## src/rtl/demux_stripe_param.sv

```systemverilog
// 1-to-LANES round-robin unstriping demultiplexer on clk_2f.
// Stream mode pulses one lane per word; gather mode presents a full group at once.
module demux_stripe_param #(
  parameter int DATA_W = 8,
  parameter int LANES  = 4,
  localparam int PTR_W = $clog2(LANES)
) (
  input  logic                    clk_2f,
  input  logic                    reset,
  input  logic                    mode,
  input  logic                    sync_in,
  input  logic                    valid_in,
  input  logic [DATA_W-1:0]       data_in,
  output logic [LANES-1:0]        valid_out,
  output logic [LANES*DATA_W-1:0] data_out,
  output logic [PTR_W-1:0]        lane_ptr,
  output logic                    group_done
);

  localparam logic [PTR_W-1:0] LAST = PTR_W'(LANES - 1);

  logic [PTR_W-1:0]                 ptr_q, ptr_d;
  logic                             mode_q, mode_d;
  logic [LANES-2:0][DATA_W-1:0]     buf_q, buf_d;
  logic [LANES-1:0][DATA_W-1:0]     data_q, data_d;
  logic [LANES-1:0]                 valid_q, valid_d;
  logic                             done_q, done_d;
  logic [PTR_W-1:0]                 eff_ptr;

  // A sync realigns the incoming word (if any) to lane 0.
  assign eff_ptr = sync_in ? '0 : ptr_q;

  always_comb begin
    ptr_d   = ptr_q;
    mode_d  = mode_q;
    buf_d   = buf_q;
    data_d  = data_q;
    valid_d = '0;
    done_d  = 1'b0;

    if (sync_in) begin
      ptr_d  = '0;
      mode_d = mode;
      buf_d  = '0;
    end

    if (valid_in) begin
      if (eff_ptr == '0) begin
        mode_d = mode;
      end
      ptr_d  = eff_ptr + PTR_W'(1);
      done_d = (eff_ptr == LAST);

      if (!mode_d) begin
        for (int k = 0; k < LANES; k++) begin
          if (eff_ptr == PTR_W'(k)) begin
            data_d[k]  = data_in;
            valid_d[k] = 1'b1;
          end
        end
      end else if (eff_ptr == LAST) begin
        for (int k = 0; k < LANES - 1; k++) begin
          data_d[k] = buf_q[k];
        end
        data_d[LANES-1] = data_in;
        valid_d         = '1;
      end else begin
        for (int k = 0; k < LANES - 1; k++) begin
          if (eff_ptr == PTR_W'(k)) begin
            buf_d[k] = data_in;
          end
        end
      end
    end
  end

  always_ff @(posedge clk_2f or posedge reset) begin
    if (reset) begin
      ptr_q   <= '0;
      mode_q  <= 1'b0;
      buf_q   <= '0;
      data_q  <= '0;
      valid_q <= '0;
      done_q  <= 1'b0;
    end else begin
      ptr_q   <= ptr_d;
      mode_q  <= mode_d;
      buf_q   <= buf_d;
      data_q  <= data_d;
      valid_q <= valid_d;
      done_q  <= done_d;
    end
  end

  assign valid_out  = valid_q;
  assign data_out   = data_q;
  assign lane_ptr   = ptr_q;
  assign group_done = done_q;

endmodule

```

## config.mk

```make
export PLATFORM = sky130hd
export DESIGN_NAME = demux_stripe_param
export DESIGN_NICKNAME = d
export VERILOG_FILES = /design/src/rtl/demux_stripe_param.sv
export SDC_FILE = /design/constraint.sdc
export NUM_CORES = 1
export LEC_CHECK = 0
export ABC_AREA = 1
export CELL_PAD_IN_SITES_DETAIL_PLACEMENT = 1
export CELL_PAD_IN_SITES_GLOBAL_PLACEMENT = 2
export CORE_ASPECT_RATIO = 0.75
export CORE_MARGIN = 2
export CORE_UTILIZATION = 33
export DETAILED_ROUTE_END_ITERATION = 8
export PLACE_DENSITY = 0.94
export SLEW_MARGIN = 20
export SYNTH_ARGS = -nofsm -noshare
export SYNTH_HDL_FRONTEND = slang
export SYNTH_SLANG_ARGS = --single-unit
```

## constraint.sdc

```tcl
create_clock -name clk_2f -period 5.3 [get_ports clk_2f]
set_clock_uncertainty 0.05 [all_clocks]
set_input_delay 1.59 -clock clk_2f [delete_from_list [all_inputs] [get_ports clk_2f]]
set_output_delay 1.59 -clock clk_2f [all_outputs]
set_load 0.01 [all_outputs]
```

Yosys cells after proc, flatten, opt, wreduce, memory -nomap -nowiden

Cells that the tools add are included.
W data, S select, Z words.

Add/subtract/negate cells: 1
Eq/ne operators: 4
Mux-type cells: 27
Reductions and logical operators: 8

Operators by type and width:

| cell                  | number |
|---|---|
| $mux W24              | 4 |
| $mux W32              | 2 |
| $mux W8               | 7 |
| $mux W4               | 3 |
| $mux W1               | 9 |
| $reduce_and A3 Y1     | 3 |
| $reduce_bool A2 Y1    | 3 |
| $eq A2 B2 Y1 const B  | 2 |
| $mux W2               | 2 |
| $add A2 B1 Y2 const B | 1 |
| $eq A2 B1 Y1 const B  | 1 |
| $logic_not A2 Y1      | 1 |
| $ne A2 B1 Y1 const B  | 1 |
| $reduce_and A2 Y1     | 1 |

Register bits: 64
Input bits: 13
Word-level logic and storage cells: 51

Longest topological paths before layout

Depth in word-level cells: 6
Depth in mapped cells: 13

Least setup slack after synthesis

OpenSTA, ideal clock, no wires.

Path type: input-to-reg
Start: in sync_in
End: reg buf_q[4] (netlist name)
Library setup time: 0.095 ns
Arrival: 2.847 ns
Required time: 5.155 ns
Path slack: 2.308 ns
Stages on the path: 10
Buffers on the path: 2
Cell sequence: buf_6 -> inv_2 -> nand2_1 -> inv_1 -> ha_1 -> inv_2 -> nand4_1 -> inv_1 -> buf_2 -> o31ai_1

RTL lines:

| element              | line | text |
|---|---|---|
| start, declared      | 11   | `input logic sync_in,` |
| end signal, assigned | 88   | `buf_q <= buf_d;` |
| end, declared        | 24   | `logic [LANES-2:0][DATA_W-1:0] buf_q, buf_d;` |

Worst setup path after layout

Start: in sync_in
End: reg data_q, in the netlist data_out[17]

Longest elaborated chain between the ends: 6

Ends and longest elaborated chain:

| element                                                                    | line | text |
|---|---|---|
| $mux W2                                                                    | --   |  |
| $logic_not A2 Y1                                                           | 48   | `if (eff_ptr == '0) begin` |
| $mux W1                                                                    | 48   |  |
| $mux W1                                                                    | 47   | `if (valid_in) begin` |
| $ne A2 B1 Y1 (no source line) / $reduce_bool A2 Y1 (equally long branches) | --   |  |
| $reduce_and A3 Y1 (no source line)                                         | --   |  |
| end signal, assigned                                                       | 89   | `data_q <= data_d;` |
| end, declared                                                              | 25   | `logic [LANES-1:0][DATA_W-1:0] data_q, data_d;` |

Several ways; a longest one is shown, not always the timed one. The select of a mux whose other input is x is not followed.
A chain may end at the register's enable or synchronous reset.

==> key figures <==
Outcome
  – Status: completed

Routing
  – Top layer in use: met4
  – Antenna Violating Nets Remaining: 0
  – DRT Wirelength: 8200 um
  – Initial drt markers: 97
  – Drc violations: 0
  – Via count: 2506
  – DR WL/cell: 15.9 um
  – Vias per cell: 4.86
  – DR WL met2: 3650 um
  – Met3 routed WL: 418 um
  – WL met1: 4050 um
  – TritonRoute pass-1 iters: 4

Clocking
  – CTS HTree Levels: 3
  – CTS root buffer: clkbuf_16
  – Clock tree sinks: 63
  – Clock slew at reported path FFs: 50 ps
  – Post-CTS Hold Fix Bufs: 0
  – Post-CTS Setup Bufs: 0
  – CTS Buf Count: 9
  – Worst-skew pair later-pin latency: 320 ps
  – CTS tree: yes
  – Clock Tree Buf Depth: 2
  – Post_cts resized: 0

Power and ir drop
  – Part of the power in registers: 39.2%
  – Worst vdd ir: 0.187 mV
  – P_leak: 1.87 nW
  – Switching part of the total: 29.5%
  – Power per cell area: 423 nW/um2
  – Clock Power Share: 34.1%
  – Internal Pwr Total: 1.13 mW
  – Combinational Power Share: 26.7%
  – Tot Pwr: 1.60 mW
  – NetSw: 0.471 mW

Yosys
  – Yosys warnings: 0
  – Synth area leader: dfrtp_1
  – Syn Std Cell Area: 2920 um2
  – Post-synth top area share: 54.0%
  – Avg Cell Area, Syn: 8.25 um2
  – Count leader, synth: nand2_1
  – Synthesized flop and latch total: 63
  – Synth Flop Type: dfrtp_1
  – Largest cells by area after synthesis: dfrtp_1 54%, nand2_1 19%, o21ai_0 4.6%, inv_1 4.0%, nand3_1 3.4%
  – Synth cell count leaders: 149 x nand2_1, 63 x dfrtp_1, 31 x inv_1
  – Synth async-reset ratio: 100%
  – Post-synthesis cell type count: 24
  – Post-synth EDFFs: 0
  – Post-Synthesis Net Count: 371
  – Mapped Cells: 354
  – Post-synthesis sequential area ratio: 54.0%

Cells and area
  – Antenna cells: 0
  – Layout cell share with drive strength beyond 1: 8.09%
  – Final net count: 423
  – Design Area, Final: 3770 um2
  – Fill count: 1028
  – Area grow syn2layout: 29.3%

STA
  – Unrepaired setup endpoints after global routing: false
  – Fmax: 252 MHz
  – Fin. max-slew vios: 0
  – Fin Setup TNS: 0 ps
  – Final hold violations: 0
  – Hold WS: 413 ps
  – Final setup violation count: 0
  – Worst-Margin Slew: 720 ps
  – Final Cycle Share: 74.8%
  – Worst slew margin: 51.9%
  – Tmin final: 3960 ps

Floorplanning
  – Die span in x: 113 um
  – Core area: 8530 um2
  – Die ar.: 9620 um2
  – Die height: 85.5 um
  – I/O pin cnt: 52
  – Starting density of the core: 34.2%
  – Cell Rows: 29

Worst hold path
  – Hold Path Class: register to register

Global routing
  – Largest net degree at the start of global routing: 35
  – Antenna violations before repair: 0
  – Grt ovf: 0
  – GRT Overall Usage: 18.4%
  – First-pass GRT wire length: 13800 um
  – Vias in the first global route: 2641

Placement
  – Placed Area: 3500 um2
  – Gp weighted congestion: 0.787
  – PortBufs: 51
  – DP HPWL: 5670 um

Setup path
  – WP buf/inv: 5
  – Kind of critical path: primary input to register
  – Most frequent CP cell: nand2_1
  – CP top delay family: simple AND/OR/NAND/NOR gates
  – Critical Path Max Stage Delay: 450 ps
  – Worst setup SP type: primary input
  – CP max-delay cell: clkdlybuf4s50_1
  – Max FO, Critical Path: 33
  – CP Capture Type: register
  – Worst-path cell chain: clkdlybuf4s50_1 -> buf_4 -> inv_2 -> nand2_1 -> ha_1 -> inv_2 -> nor2_1 -> inv_2 -> nand2_2 -> nand2_1 -> nand3_1 -> nand2_1 -> nand2_1
  – Critical Path RT: 5510 ps
  – Crit path arrival time: 4180 ps

Run
  – Max-cap violations: 0
## flip-flops by register name (all words and copies together) (netlist names)
signal	flops
lane_ptr	2
buf_q	24
valid_out	3
group_done	1
mode_q	1
data_out	32
## worst reg2reg max path: cells and delay by family (launching register included)
kind,cells,cell delay [ps]
simple gates,7,1360
buf+inv,2,170
flops,1,380
fa+ha+maj,1,210
## layout make-up
type                            instances  area, um2  area share, %
Clock buffer                           12        267           7.06
Clock inverter                          1       5.00          0.133
Inverter                               37        139           3.68
Multi-Input combinational cell        242       1130           29.9
Sequential cell                        63       1580           41.8
Tap cell                              108        135           3.58
Timing Repair Buffer                   53        526           13.9
## power groups by stage
stage	combinational, mW	sequential (mW)	clock (mW)
2_1_floorplan	0.165	0.665	0
3_3_place_gp	0.424	0.632	0
3_5_place_dp	0.432	0.632	0
4_1_cts	0.435	0.627	0.555
5_1_grt	0.471	0.637	0.580
6_report	0.426	0.626	0.544
## cell families after synthesis
logic type | Yosys count | synth area share [%]
adders and majority gates | 4 | 1.71
xor gates and xnor gates | 1 | 0.300
AOI/OAI and AO/OA | 37 | 6.94
buffers and inverters | 49 | 7.37
and+or+nand+nor | 200 | 29.7
DFF | 63 | 54.0
## cells in the final DEF (no fill, tap or decap), types with 4 or more instances in the layout
| cell type | n |
|---|---|
| o21ai_0 | 27 |
| nand3_1 | 20 |
| inv_2 | 6 |
| clkdlybuf4s50_1 | 51 |
| o31ai_1 | 7 |
| ha_1 | 4 |
| dfrtp_1 | 63 |
| nor2_1 | 17 |
| clkbuf_16 | 9 |
| nand2_1 | 149 |
| nand2_2 | 5 |
| inv_1 | 30 |
## worst paths after layout
kind | cells after the start | slack, ps | from | end
min reg2reg | 2 | 410 | data_out[7] | data_out[7]
min in group asynchronous | 2 | 1660 | reset | data_out[14]
max | 13 | 1340 | sync_in | data_out[17]
max in group asynchronous | 3 | 2650 | reset | buf_q[7]
max reg2reg | 10 | 3070 | lane_ptr[0] | data_out[17]
min | 2 | 410 | data_out[7] | data_out[7]
## per-stage QoR
stage	setup WS (ps)	util (%)	instances
2_1_floorplan	2090	-	354
3_3_place_gp	1080	41.1	503
3_5_place_dp	962	41.1	503
4_1_cts	1270	44.3	516
5_1_grt	1020	44.3	516
6_report	1340	44.3	516
## metal layers
metal | global-route usage (%) | vias to the layer above
met2 | 27.7 | 64
li1 | - | 1197
met3 | 5.71 | 6
met5 | 0 | -
met4 | 4.43 | 0
met1 | 26.1 | 1239
(Power assumes the default switching activity.)
